[config.mk]
export PLATFORM = sky130hd
export DESIGN_NAME = ym3438_slot_timer
export DESIGN_NICKNAME = d
export VERILOG_FILES = /design/src/rtl/ym3438_timing_pkg.sv /design/src/rtl/ym3438_edge_det.sv /design/src/rtl/ym3438_slot_timer.sv
export SDC_FILE = /design/constraint.sdc
export NUM_CORES = 1
export LEC_CHECK = 0
export ABC_AREA = 1
export BUFFER_PORTS_ARGS = -buffer_cell sky130_fd_sc_hd__buf_4
export CAP_MARGIN = 20
export CORE_MARGIN = 4
export CORE_UTILIZATION = 50
export DETAILED_ROUTE_END_ITERATION = 8
export GPL_TIMING_DRIVEN = 1
export PLACE_DENSITY = 0.7
export SLEW_MARGIN = 20
export SYNTH_ARGS = -nofsm -noshare
export SYNTH_HDL_FRONTEND = slang
export SYNTH_HIERARCHICAL = 1
export SYNTH_SLANG_ARGS = --single-unit
[constraint.sdc]
create_clock -name MCLK -period 4.3 [get_ports MCLK]
set_clock_uncertainty 0.2 [all_clocks]
set_input_delay 0 -clock MCLK [delete_from_list [all_inputs] [get_ports MCLK]]
set_output_delay 0 -clock MCLK [all_outputs]
set_load 0.03 [all_outputs]
[src/rtl/ym3438_timing_pkg.sv]
// Shared timebase constants and slot/channel/operator index types for the YM3438 core.
package ym3438_timing_pkg;

  localparam int YM_SLOTS    = 24;
  localparam int YM_OPS      = 4;
  localparam int YM_CHANNELS = 6;
  localparam int YM_PRESCALE = 6;

  localparam int YM_SLOT_W = $clog2(YM_SLOTS);
  localparam int YM_CH_W   = $clog2(YM_CHANNELS);
  localparam int YM_OP_W   = $clog2(YM_OPS);

  typedef logic [YM_SLOT_W-1:0] slot_t;
  typedef logic [YM_CH_W-1:0]   ch_t;
  typedef logic [YM_OP_W-1:0]   op_t;

endpackage

[src/rtl/ym3438_edge_det.sv]
// Registers a prescaler phase level in the MCLK domain and flags its rising edge.
module ym3438_edge_det (
  input  logic MCLK,
  input  logic IC,
  input  logic d,
  output logic rise
);

  logic d_q;

  always_ff @(posedge MCLK) begin
    if (!IC) d_q <= 1'b0;
    else     d_q <= d;
  end

  assign rise = d & ~d_q;

endmodule

[src/rtl/ym3438_slot_timer.sv]
// 24-slot operator/channel timebase driven by the prescaler's c1/c2 phases.
// Define YM3438_SLOT_PERIOD_CHECK_EN to add the c2 period watchdog and period_err port.
module ym3438_slot_timer
  import ym3438_timing_pkg::*;
#(
  parameter int SLOTS  = YM_SLOTS,
  parameter int OPS    = YM_OPS,
`ifdef YM3438_SLOT_PERIOD_CHECK_EN
  parameter int PERIOD = YM_PRESCALE,
`endif
  parameter int SLOT_W = $clog2(SLOTS),
  parameter int CH_W   = $clog2(SLOTS / OPS),
  parameter int OP_W   = $clog2(OPS)
) (
  input  logic              MCLK,
  input  logic              IC,
  input  logic              c1,
  input  logic              c2,
  input  logic              reset_fsm,
  output logic [SLOT_W-1:0] slot,
  output logic [CH_W-1:0]   ch,
  output logic [OP_W-1:0]   op,
  output logic              slot_first,
  output logic              slot_last,
  output logic              sample_stb,
  output logic              synced
`ifdef YM3438_SLOT_PERIOD_CHECK_EN
  ,
  output logic              period_err
`endif
);

  localparam int CHANS = SLOTS / OPS;

  logic [SLOT_W-1:0] slot_cnt;
  logic              c1_rise;
  logic              c2_rise;
  logic              cnt_wrap;
  // Set while slot_cnt holds a 0 forced by reset_fsm rather than reached by wrapping.
  logic              cnt_forced;

  ym3438_edge_det u_c1_det (.MCLK(MCLK), .IC(IC), .d(c1), .rise(c1_rise));
  ym3438_edge_det u_c2_det (.MCLK(MCLK), .IC(IC), .d(c2), .rise(c2_rise));

  assign cnt_wrap = (slot_cnt == SLOT_W'(SLOTS - 1));

  always_ff @(posedge MCLK) begin
    if (!IC) begin
      slot_cnt   <= '0;
      cnt_forced <= 1'b0;
      synced     <= 1'b0;
      slot       <= '0;
      ch         <= '0;
      op         <= '0;
      slot_first <= 1'b0;
      slot_last  <= 1'b0;
      sample_stb <= 1'b0;
    end else begin
      if (reset_fsm) begin
        slot_cnt   <= '0;
        cnt_forced <= 1'b1;
        synced     <= 1'b1;
      end else if (c2_rise) begin
        slot_cnt   <= cnt_wrap ? '0 : slot_cnt + 1'b1;
        cnt_forced <= 1'b0;
      end

      sample_stb <= c1_rise && synced && !cnt_forced && (slot_cnt == '0) &&
                    (slot == SLOT_W'(SLOTS - 1));

      if (c1_rise) begin
        slot       <= slot_cnt;
        ch         <= CH_W'(slot_cnt % SLOT_W'(CHANS));
        op         <= OP_W'(slot_cnt / SLOT_W'(CHANS));
        slot_first <= (slot_cnt == '0);
        slot_last  <= cnt_wrap;
      end
    end
  end

`ifdef YM3438_SLOT_PERIOD_CHECK_EN
  logic [3:0] per_cnt;
  logic       per_seen;

  always_ff @(posedge MCLK) begin
    if (!IC) begin
      per_cnt    <= '0;
      per_seen   <= 1'b0;
      period_err <= 1'b0;
    end else if (reset_fsm) begin
      per_cnt  <= '0;
      per_seen <= 1'b0;
    end else if (c2_rise) begin
      if (synced && per_seen && (per_cnt != 4'(PERIOD))) period_err <= 1'b1;
      per_cnt  <= 4'd1;
      per_seen <= 1'b1;
    end else if (per_cnt != 4'hF) begin
      per_cnt <= per_cnt + 1'b1;
    end
  end
`endif

endmodule

==> summary.md, run 1 <==
| Metric | Value |
|---|---|
| Unrepaired setup endpoints after global routing | false |
| Post-synth top flop | dfxtp_1 |
| Sequential share of the synthesized area | 39.1% |
| Die ar. | 2960 sq um |
| Final hold vios | 0 |
| Syn_area_per_cell | 7.63 sq um |
| Pre-antenna DRT Iters | 4 |
| Most frequent cells after synthesis | 27 x nand2_1, 21 x dfxtp_1, 20 x inv_1 |
| Critical Path Fanout Max | 5 |
| WHS Endpoint | op[0] |
| Status | completed |
| Die Span Y | 54.4 um |
| I/O Buffers | 18 |
| Nature of the critical path endpoint | flip-flop |
| Starting DRT DRC Count | 16 |
| CP Buf/Inv Count | 3 |
| CP max stage cell | dfxtp_1 |
| Yosys cell types | 26 |
| R2R setup slack | 1.87 ns |
| Worst Path Arrival | 2.48 ns |
| Mapped Area | ~1100 sq um |
| Synth warn | 6 |
| Final Total Pwr | about 0.35 mW |
| CTS tree | built |
| Core Area | 2000 sq um |
| Crit-path max cell delay | between 0.4 and 0.5 ns |
| Grt met1 use | a little over a fifth |
| Final wirelength | 2150 um |
| Slew HR | 60.0% |
| HP Class | flip-flop to flip-flop |
| Vias in the first global route | 891 |
| Fillers | between 150 and 200 |
| Async S/R FF share, synth | 0% |
| Initial antenna violation count | 0 |
| Static leakage | between 0.6 and 0.7 nW |
| Post-CTS setup buffers | 0 |
| Routed len/inst | 11.1 um |
| CTS Root Cell | clkbuf_4 |
| H-Tree Depth | 1 |
| CP Cell Sequence | inv_2 > nor2_4 > nand2_1 > ha_1 > nand2_4 > nand2_4 > nand2_1 > inv_1 > ha_1 > inv_1 > o21ai_1 > a21oi_2 > nand3_4 > nand2_2 > nand3_2 > a21oi_2 |
| CTS max path bufs | 2 |
| Worst-Skew Late Latency | 0.30 ns |
| Synth top area cells | dfxtp_1 39%, nand2_1 9.4%, inv_1 7.0% |
| Die X | 54.4 um |
| Row count | 16 |
| Fin crit share | between 50% and 60% |
| GRT overflow | 0 |
| Synth-to-Final Area Change | 22.3% |
| Sink Count | 21 |
| Stages on worst setup path | 16 |
| Top Family by Delay on Critical Path | simple AND/OR/NAND/NOR gates |
| Avg Vias per Cell | 4.84 |
| Post-synth EDFFs | 0 |
| Tot GR Track Use | 17.7% |
| Number of max-cap violations | 0 |
| Ports | 19 |
| Max IR drop VDD | approximately 0.00018 V |
| Worst-path clk slew | 0.12 ns |
| Starting Density | 53.8% |
| CP Data Required Time | between 4 and 5 ns |
| Most frequent cell after synthesis | nand2_1 |
| Hold Slack | around 0.27 ns |
| Reg2Reg Capture Point | ch[2] |
| Largest area contributor in the netlist | dfxtp_1 |
| R2R depth | 16 |
| Vias | roughly 940 |
| Synth Instances | around 140 |
| Most used routing layer | met2 |
| Hold path cells | 2 |
| Detailed placer's ending HPWL | 1640 um |
| DRC Markers | 0 |
| #FFs+latches synth | 21 |
| Worst r2r src | slot_cnt[3] |
| WS Path Type | flip-flop to flip-flop |
| Placer Congestion | a little over 0.8 |
| P per Cell Area | 268 nW/um^2 |
| Max frequency | 411 MHz |
| Antenna Cells | 0 |
| Min-delay src | op[0] |
| Largest net degree at the start of global routing | 16 |
| M2 GR Usage | around 28% |
| CTS buffer count | 3 |
| First-pass GRT wire length | 3740 um |
| Fin. max-slew vios | 0 |
| Post-layout minimum cycle time | ~2.4 ns |
| Setup-failing EPs final | 0 |
| Syn nets | about 150 |
| ANT nets after route | 0 |
| Met3 usage | 3.27% |
| DP Cell Count | 183 |
| TNS Setup | 0 ns |
| Yosys top cell area share | between 30% and 40% |
| Kind of start point of the critical path | flip-flop |
| Non-Filler Instances | 194 |
| Layout cells sized above 1 | 25.1% |
| NumNets Final | 178 |
| Tightest Pin Transition | 0.599 ns |
-- registers in the layout, indices dropped and copies added (netlist names) --
register      count
slot_first        1
synced            1
u_c1_det/d_q      1
slot_last         1
sample_stb        1
ch                2
cnt_forced        1
slot              5
op                2
slot_cnt          5
u_c2_det/d_q      1
-- where the power goes --
| group | switching (mW) | internal (mW) | leakage, nW |
|---|---|---|---|
| Clock | 0.0614 | 0.0347 | 0.0177 |
| Sequential | 0.00446 | 0.202 | 0.172 |
| Combinational | 0.0308 | 0.0202 | 0.440 |
| Total | 0.0967 | 0.257 | 0.629 |
-- worst min-delay path, cell delays in order (launching register included) --
cell and delay [ns]:
dfxtp_1 0.33, nand2_1 0.06, a21oi_1 0.05
-- cell type report --
type / count / area [sq um] / share of cell area, %
Clock inverter: 1 / 5.00 / 0.380
Inverter: 25 / 93.8 / 7.13
Multi-Input combinational cell: 92 / 536 / 40.7
Sequential cell: 21 / 420 / 31.9
Clock buffer: 3 / 22.5 / 1.71
Tap cell: 27 / 33.8 / 2.57
Timing Repair Buffer: 25 / 205 / 15.6
-- stage by stage --
step           util (%)  setup WS [ns]  instance area (sq um)
2_1_floorplan         -           2.16                   1080
3_3_place_gp       60.9           1.97                   1220
3_5_place_dp       60.9           1.88                   1220
4_1_cts            65.8           1.85                   1320
5_1_grt            65.8           1.63                   1320
6_report           65.8           1.87                   1320
-- layout by cell type (no fill, tap or decap), drive strengths merged --
cell type	count
nand2	33
nor4	1
xor2	1
nor3	1
ha	5
a211oi	1
o21ai	9
nor2	11
a21oi	15
clkinv	1
nand4	2
clkbuf	3
o22ai	1
inv	25
o211ai	1
dfxtp	21
dlygate4sd3	7
nand3	11
buf	18
-- layer usage --
| metal | part of all wire (%) | wire, um |
|---|---|---|
| met4 | 1.8 | 38 |
| met3 | 3.2 | 68 |
| met5 | 0 | 0 |
| met2 | 50 | 1070 |
| met1 | 45 | 977 |
-- worst max path at each step --
stage,start,to,slack (ns)
after floorplan,slot_cnt[3],ch[2],2.16
after global placement,slot_cnt[3],ch[2],1.97
after detailed placement,slot_cnt[3],ch[2],1.88
after CTS,slot_cnt[3],ch[2],1.85
after global routing,slot_cnt[3],ch[2],1.63
final,slot_cnt[3],ch[2],1.87
-- cell families (layout without fill, tap and decap cells) --
kind of cell | after synthesis | in the layout | share of synthesized area, %
DFF | 21 | 21 | 39.1
xor gates and xnor gates | 1 | 1 | 0.814
AOI/OAI and AO/OA | 27 | 27 | 14.2
buffers and inverters | 28 | 54 | 11.2
adders and majority gates | 5 | 5 | 5.81
and+or+nand+nor | 59 | 59 | 29.0
-- repair_timing --
action                                 CTS  global route
hold buffers                             7             0
endpoints found under the hold margin   21             0
resized for setup                        0             0
No activity file was read; power rests on OpenSTA's default activity.
==> inputs of run 2 (changes only) <==
==> constraint.sdc (replaced) <==
create_clock -name MCLK -period 2.54 [get_ports MCLK]
set_clock_uncertainty 0.2 [all_clocks]
set_input_delay 0 -clock MCLK [delete_from_list [all_inputs] [get_ports MCLK]]
set_output_delay 0 -clock MCLK [all_outputs]
set_load 0.03 [all_outputs]
==> summary.md, run 2 (synthesis gave the netlist of run 1 again) <==
| Metric | Value |
|---|---|
| Status | completed (unchanged) |
| CTS tree | built (unchanged) |
| Final wirelength | 2180 um (was 2150 um) |
| Row count | 16 (unchanged) |
| Final Core Density | 66.6% (was 65.8%) |
| CTS Root Cell | clkbuf_4 (unchanged) |
| Fillers | 196 (was 182) |
| Ports | 19 (unchanged) |
| Die Span Y | 54.4 um (unchanged) |
| Fin. max-slew vios | 0 (unchanged) |
| Vias | 969 (was 938) |
| Comb pwr share | 14.8% (was 14.4%) |
| Worst Path Arrival | 2.34 ns (was 2.48 ns) |
| Fin crit share | 90.4% (was 56.6%) |
| Sequential share of power | 58.5% (was 58.4%) |
| H-Tree Depth | 1 (unchanged) |
| Vias in the first global route | 894 (was 891) |
| Max IR drop VDD | 0.000362 V (was 0.000178 V) |
| CTS buffer count | 3 (unchanged) |
| Most frequent cells in the layout | 27 x nand2_1, 20 x inv_1, 20 x dfxtp_1, 20 x buf_4, 12 x a21oi_1 (was 27 x nand2_1, 21 x dfxtp_1, 20 x inv_1) |
| Post-CTS setup buffers | 0 (unchanged) |
| Pre-CTS setup slack | 0.203 ns (was 1.88 ns) |
| Top flop regs | slot x5, slot_cnt x5 (unchanged) |
| Clk network pwr share | 26.7% (was 27.2%) |
| Setup-failing EPs final | 0 (unchanged) |
| GRT overflow | 0 (unchanged) |
| Kind of start point of the critical path | flip-flop (unchanged) |
| Starting Density | 53.8% (unchanged) |
| Nature of the critical path endpoint | flip-flop (unchanged) |
| Setup WS post-layout | 0.245 ns (was 1.87 ns) |
| Largest net degree at the start of global routing | 16 (unchanged) |
| Cell internal pwr | 0.435 mW (was 0.257 mW) |
| NumNets Final | 180 (was 178) |
| CP max stage cell | dfxtp_2 (was dfxtp_1) |
| Tot GR Track Use | 17.1% (was 17.7%) |
| Core Area | 2000 sq um (unchanged) |
| Number of max-cap violations | 0 (unchanged) |
| CP Cell Sequence | inv_2 > nor2_4 > nand2_1 > ha_1 > nand2_4 > nand2_4 > nand2_1 > inv_1 > ha_1 > inv_1 > o21ai_1 > a21oi_2 > nand3_4 > nand2_2 > nand3_2 > a21oi_2 (unchanged) |
| Antenna Cells | 0 (unchanged) |
| Avg Vias per Cell | 4.94 (was 4.84) |
| CTS max path bufs | 2 (unchanged) |
| Sw frac | 27.0% (was 27.4%) |
| WS Path Type | flip-flop to flip-flop (unchanged) |
| R2R depth | 16 (unchanged) |
| Pre-antenna DRT Iters | 4 (unchanged) |
| Critical Path Fanout Max | 5 (unchanged) |
| P per Cell Area | 448 nW/um^2 (was 268 nW/um^2) |
| Worst-Skew Late Latency | 0.29 ns (was 0.30 ns) |
| Psw | 0.161 mW (was 0.0967 mW) |
| Static leakage | 0.640 nW (was 0.629 nW) |
| Crit-path max cell delay | 0.39 ns (was 0.46 ns) |
| DRC Markers | 0 (unchanged) |
| Max frequency | 436 MHz (was 411 MHz) |
| Sink Count | 21 (unchanged) |
| Design Area, Final | 1330 sq um (was 1320 sq um) |
| CP Data Required Time | 2.58 ns (was 4.35 ns) |
| Initial antenna violation count | 0 (unchanged) |
| Worst-path clk slew | 0.12 ns (about the same) |
| Placed cell areas | 1230 sq um (was 1220 sq um) |
| Routed len/inst | 11.1 um (about the same) |
| Synth-to-Final Area Change | 23.8% (was 22.3%) |
| Slew HR | 81.7% (was 60.0%) |
| Detailed placer's ending HPWL | 1630 um (was 1640 um) |
| Die ar. | 2960 sq um (unchanged) |
| Final hold vios | 0 (unchanged) |
| Unrepaired setup endpoints after global routing | false (unchanged) |
| Commonest non-fill, non-tap cell in the layout | nand2_1 (unchanged) |
| Layout cells sized above 1 | 26.6% (was 25.1%) |
| HP Class | flip-flop to flip-flop (unchanged) |
| Starting DRT DRC Count | 14 (was 16) |
| First-pass GRT wire length | 3760 um (was 3740 um) |
| ANT nets after route | 0 (unchanged) |
| Final Total Pwr | 0.597 mW (was 0.353 mW) |
| Placer Congestion | 0.791 (was 0.827) |
| Tightest Pin Transition | 0.274 ns (was 0.599 ns) |
| Hold path cells | 2 (unchanged) |
| I/O Buffers | 18 (unchanged) |
| TNS Setup | 0 ns (unchanged) |
| Post-layout minimum cycle time | 2.30 ns (was 2.43 ns) |
| Die X | 54.4 um (unchanged) |
[run 2: cell count changes in the layout (fill, tap and decap cells not counted), sizes merged]
| cell | previous run | this run |
|---|---|---|
| buf | 18 | 20 |
[run 2: power groups by stage]
| stage | combinational (mW) | clock (mW) | sequential, mW |
|---|---|---|---|
| floorplan | 0.0348 | 0 | 0.372 |
| global placement | 0.0789 | 0 | 0.356 |
| detailed placement | 0.0788 | 0 | 0.357 |
| CTS | 0.0879 | 0.161 | 0.349 |
| global route | 0.0973 | 0.177 | 0.351 |
| finish | 0.0881 | 0.159 | 0.349 |
[run 2: worst paths after layout]
| path | start | to | slack [ns] |
|---|---|---|---|
| max | slot_cnt[3] | ch[2] | 0.24 |
| min | op[0] | op[0] | 0.28 |
| max reg2reg | slot_cnt[3] | ch[2] | 0.24 |
| min reg2reg | op[0] | op[0] | 0.28 |
[run 2: metrics by stage]
stage          cells  hold WS [ns]
2_1_floorplan    141        -0.107
6_report         196         0.279
5_1_grt          196         0.310
4_1_cts          196         0.282
3_3_place_gp     185      -0.00822
3_5_place_dp     185      -0.00488
[run 2: layer usage]
metal  GRT usage [%]  wire (um)  vias to the layer above
met5               0          0                        -
met4            2.90         10                        0
met3            3.81         81                        2
met2            31.1       1120                       13
met1            20.5        967                      444
li1                -          -                      510
[run 2: worst max-delay path: cells and delay by family (launching register included)]
family                   cells  cell delay [ns]
flip-flops                   1             0.39
AO/OA/AOI/OAI                3             0.36
adder cells (fa/ha/maj)      2             0.43
AND/OR/NAND/NOR              8             0.70
buffers and inverters        3             0.17
[run 2: repair_timing]
action	in CTS	in global routing
setup endpoints to repair	0	1
gates resized for setup	0	1
hold buffers	7	0
hold endpoints to repair	21	0
[run 2: cell type report]
cell class / count / area [sq um] / area share (%)
Clock buffer: 3 / 22.5 / 1.69
Clock inverter: 1 / 5.00 / 0.376
Inverter: 25 / 93.8 / 7.04
Multi-Input combinational cell: 92 / 536 / 40.2
Sequential cell: 21 / 422 / 31.6
Tap cell: 27 / 33.8 / 2.54
Timing Repair Buffer: 27 / 220 / 16.5
==> inputs of run 3 (changes only) <==
--- a/config.mk
+++ b/config.mk
@@ -9,7 +9,7 @@
 export BUFFER_PORTS_ARGS = -buffer_cell sky130_fd_sc_hd__buf_4
 export CAP_MARGIN = 20
 export CORE_MARGIN = 4
-export CORE_UTILIZATION = 50
+export CORE_UTILIZATION = 48
 export DETAILED_ROUTE_END_ITERATION = 8
 export GPL_TIMING_DRIVEN = 1
 export PLACE_DENSITY = 0.7
==> constraint.sdc (replaced) <==
create_clock -name MCLK -period 2.1 [get_ports MCLK]
set_clock_uncertainty 0.2 [all_clocks]
set_input_delay 0 -clock MCLK [delete_from_list [all_inputs] [get_ports MCLK]]
set_output_delay 0 -clock MCLK [all_outputs]
set_load 0.03 [all_outputs]
==> summary.md, run 3 (synthesis gave the netlist of run 1 again) <==
| Metric | Value |
|---|---|
| CTS Root Cell | clkbuf_4 (unchanged) |
| Pre-antenna DRT Iters | 4 (unchanged) |
| Die X | 55.3 um (was 54.4 um) |
| Placer Congestion | 0.863 (was 0.791) |
| Kind of start point of the critical path | flip-flop (unchanged) |
| Row count | 16 (unchanged) |
| Largest net degree at the start of global routing | 15 (was 16) |
| NumNets Final | 194 (was 180) |
| CTS max path bufs | 2 (unchanged) |
| CP most frequent cell | nand2_4 |
| Top flop regs | slot x5, slot_cnt x5 (unchanged) |
| Crit-path max cell delay | 0.37 ns (was 0.39 ns) |
| Layout cells sized above 1 | 39.9% (was 26.6%) |
| DP Cell Count | 196 (was 185) |
| CTS buffer count | 3 (unchanged) |
| CP Cell Sequence | inv_4 > nor2_4 > nand2_2 > ha_4 > nand2_4 > nand2_4 > nand2_4 > inv_2 > ha_2 > inv_2 > o21ai_2 > a21oi_2 > nand3_4 > nand2_4 > nand2_2 > a21oi_2 (was inv_2 > nor2_4 > nand2_1 > ha_1 > nand2_4 > nand2_4 > nand2_1 > inv_1 > ha_1 > inv_1 > o21ai_1 > a21oi_2 > nand3_4 > nand2_2 > nand3_2 > a21oi_2) |
| Hold Slack | 0.284 ns (was 0.279 ns) |
| Avg Vias per Cell | 4.96 (was 4.94) |
| CTS tree | built (unchanged) |
| Tot GR Track Use | 16.2% (was 17.1%) |
| Critical Path Fanout Max | 3 (was 5) |
| Antenna Cells | 0 (unchanged) |
| Post-layout minimum cycle time | 1.99 ns (was 2.30 ns) |
| Die Span Y | 55.3 um (was 54.4 um) |
| Worst-Skew Late Latency | 0.29 ns (about the same) |
| Slew HR | 83.1% (was 81.7%) |
| Final hold vios | 0 (unchanged) |
| CP Data Required Time | 2.15 ns (was 2.58 ns) |
| Top Family by Delay on Critical Path | simple AND/OR/NAND/NOR gates (unchanged) |
| Fillers | 172 (was 196) |
| Fin crit share | 94.6% (was 90.4%) |
| H-Tree Depth | 1 (unchanged) |
| Worst Path Arrival | 2.04 ns (was 2.34 ns) |
| Non-Filler Instances | 210 (was 196) |
| HP Class | flip-flop to flip-flop (unchanged) |
| Setup WS post-layout | 0.114 ns (was 0.245 ns) |
| Vias in the first global route | 983 (was 894) |
| CP Buf/Inv Count | 3 (unchanged) |
| Number of max-cap violations | 0 (unchanged) |
| Worst-path clk slew | 0.12 ns (about the same) |
| First-pass GRT wire length | 4170 um (was 3760 um) |
| I/O Buffers | 18 (unchanged) |
| Max frequency | 504 MHz (was 436 MHz) |
| Status | completed (unchanged) |
| Starting DRT DRC Count | 10 (was 14) |
| GRT overflow | 0 (unchanged) |
| Most frequent cells in the layout | 34 x buf_4, 23 x nand2_1, 17 x dfxtp_1 (was 27 x nand2_1, 20 x inv_1, 20 x dfxtp_1, 20 x buf_4, 12 x a21oi_1) |
| Core Area | 2040 sq um (was 2000 sq um) |
| Synth-to-Final Area Change | 38.8% (was 23.8%) |
| Setup-failing EPs final | 0 (unchanged) |
| Ports | 19 (unchanged) |
| Final wirelength | 2460 um (was 2180 um) |
| Vias | 1041 (was 969) |
| Detailed placer's ending HPWL | 1780 um (was 1630 um) |
| Starting Density | 52.7% (was 53.8%) |
| ANT nets after route | 0 (unchanged) |
| DRC Markers | 0 (unchanged) |
| Static leakage | 0.721 nW (was 0.640 nW) |
| Initial antenna violation count | 0 (unchanged) |
| Final Total Pwr | 0.727 mW (was 0.597 mW) |
| Pre-CTS setup slack | 0.0409 ns (was 0.203 ns) |
| Die ar. | 3060 sq um (was 2960 sq um) |
| Nature of the critical path endpoint | flip-flop (unchanged) |
| CP max stage cell | dfxtp_2 (unchanged) |
| Max IR drop VDD | 0.000471 V (was 0.000362 V) |
| Tightest Pin Transition | 0.253 ns (was 0.274 ns) |
| Fin. max-slew vios | 0 (unchanged) |
| P per Cell Area | 487 nW/um^2 (was 448 nW/um^2) |
| Routed len/inst | 11.7 um (was 11.1 um) |
| Commonest non-fill, non-tap cell in the layout | buf_4 (was nand2_1) |
| Sink Count | 21 (unchanged) |
| WS Path Type | flip-flop to flip-flop (unchanged) |
==> run 3: cell types whose count changed in the layout (fill, tap and decap cells not counted), sizes merged <==
| cell | delta |
|---|---|
| clkinv | -1 |
| buf | +14 |
| clkbuf | +1 |
==> run 3: routing by layer <==
metal | up-vias | track usage, % | wire (um)
li1 | 537 | - | -
met1 | 483 | 18.9 | 1080
met2 | 19 | 29.4 | 1280
met3 | 2 | 5.13 | 94
met4 | 0 | 2.43 | 7
met5 | - | 0 | 0
==> run 3: where the power goes <==
part / switching [mW] / internal (mW)
clock: 0.117 / 0.0740
sequential: 0.00911 / 0.413
combinational: 0.0661 / 0.0479
total: 0.192 / 0.535
==> run 3: timing repair <==
item                                   CTS  global route
setup endpoints to repair                0             3
gates resized for setup                  0            20
hold buffers                             7             0
endpoints found under the hold margin   21             0
buffers inserted                         0             3
==> run 3: final timing paths <==
path         depth (start not counted)         end  slack [ns]        start
min                                  2  slot_first        0.28   slot_first
min reg2reg                          2  slot_first        0.28   slot_first
max                                 16       ch[1]        0.11  slot_cnt[3]
max reg2reg                         16       ch[1]        0.11  slot_cnt[3]
==> run 3: worst register-to-register path, cell delays in order (launching register included) <==
cell,delay [ns]
dfxtp_2,0.37
inv_4,0.05
nor2_4,0.10
nand2_2,0.07
ha_4,0.18
nand2_4,0.07
nand2_4,0.05
nand2_4,0.05
inv_2,0.03
ha_2,0.16
inv_2,0.05
o21ai_2,0.05
a21oi_2,0.14
nand3_4,0.11
nand2_4,0.09
nand2_2,0.06
a21oi_2,0.12
==> run 3: final cells by class <==
type | instances | area [sq um] | area share [%]
multi-input cells | 92 | 587 | 39.3
flip-flops and latches | 21 | 425 | 28.5
repair buffers | 41 | 325 | 21.8
inverters | 25 | 96.3 | 6.45
well taps | 27 | 33.8 | 2.26
clock buffers | 4 | 26.3 | 1.76
==> run 3: per-stage QoR <==
| stage | setup TNS (ns) | instance area, sq um | util [%] |
|---|---|---|---|
| finish | 0 | 1490 | 73.2 |
| global route | -0.0437 | 1490 | 73.2 |
| CTS | 0 | 1410 | 69.2 |
| detailed placement | 0 | 1320 | 64.5 |
| global placement | 0 | 1320 | 64.5 |
| floorplan | 0 | 1080 | - |
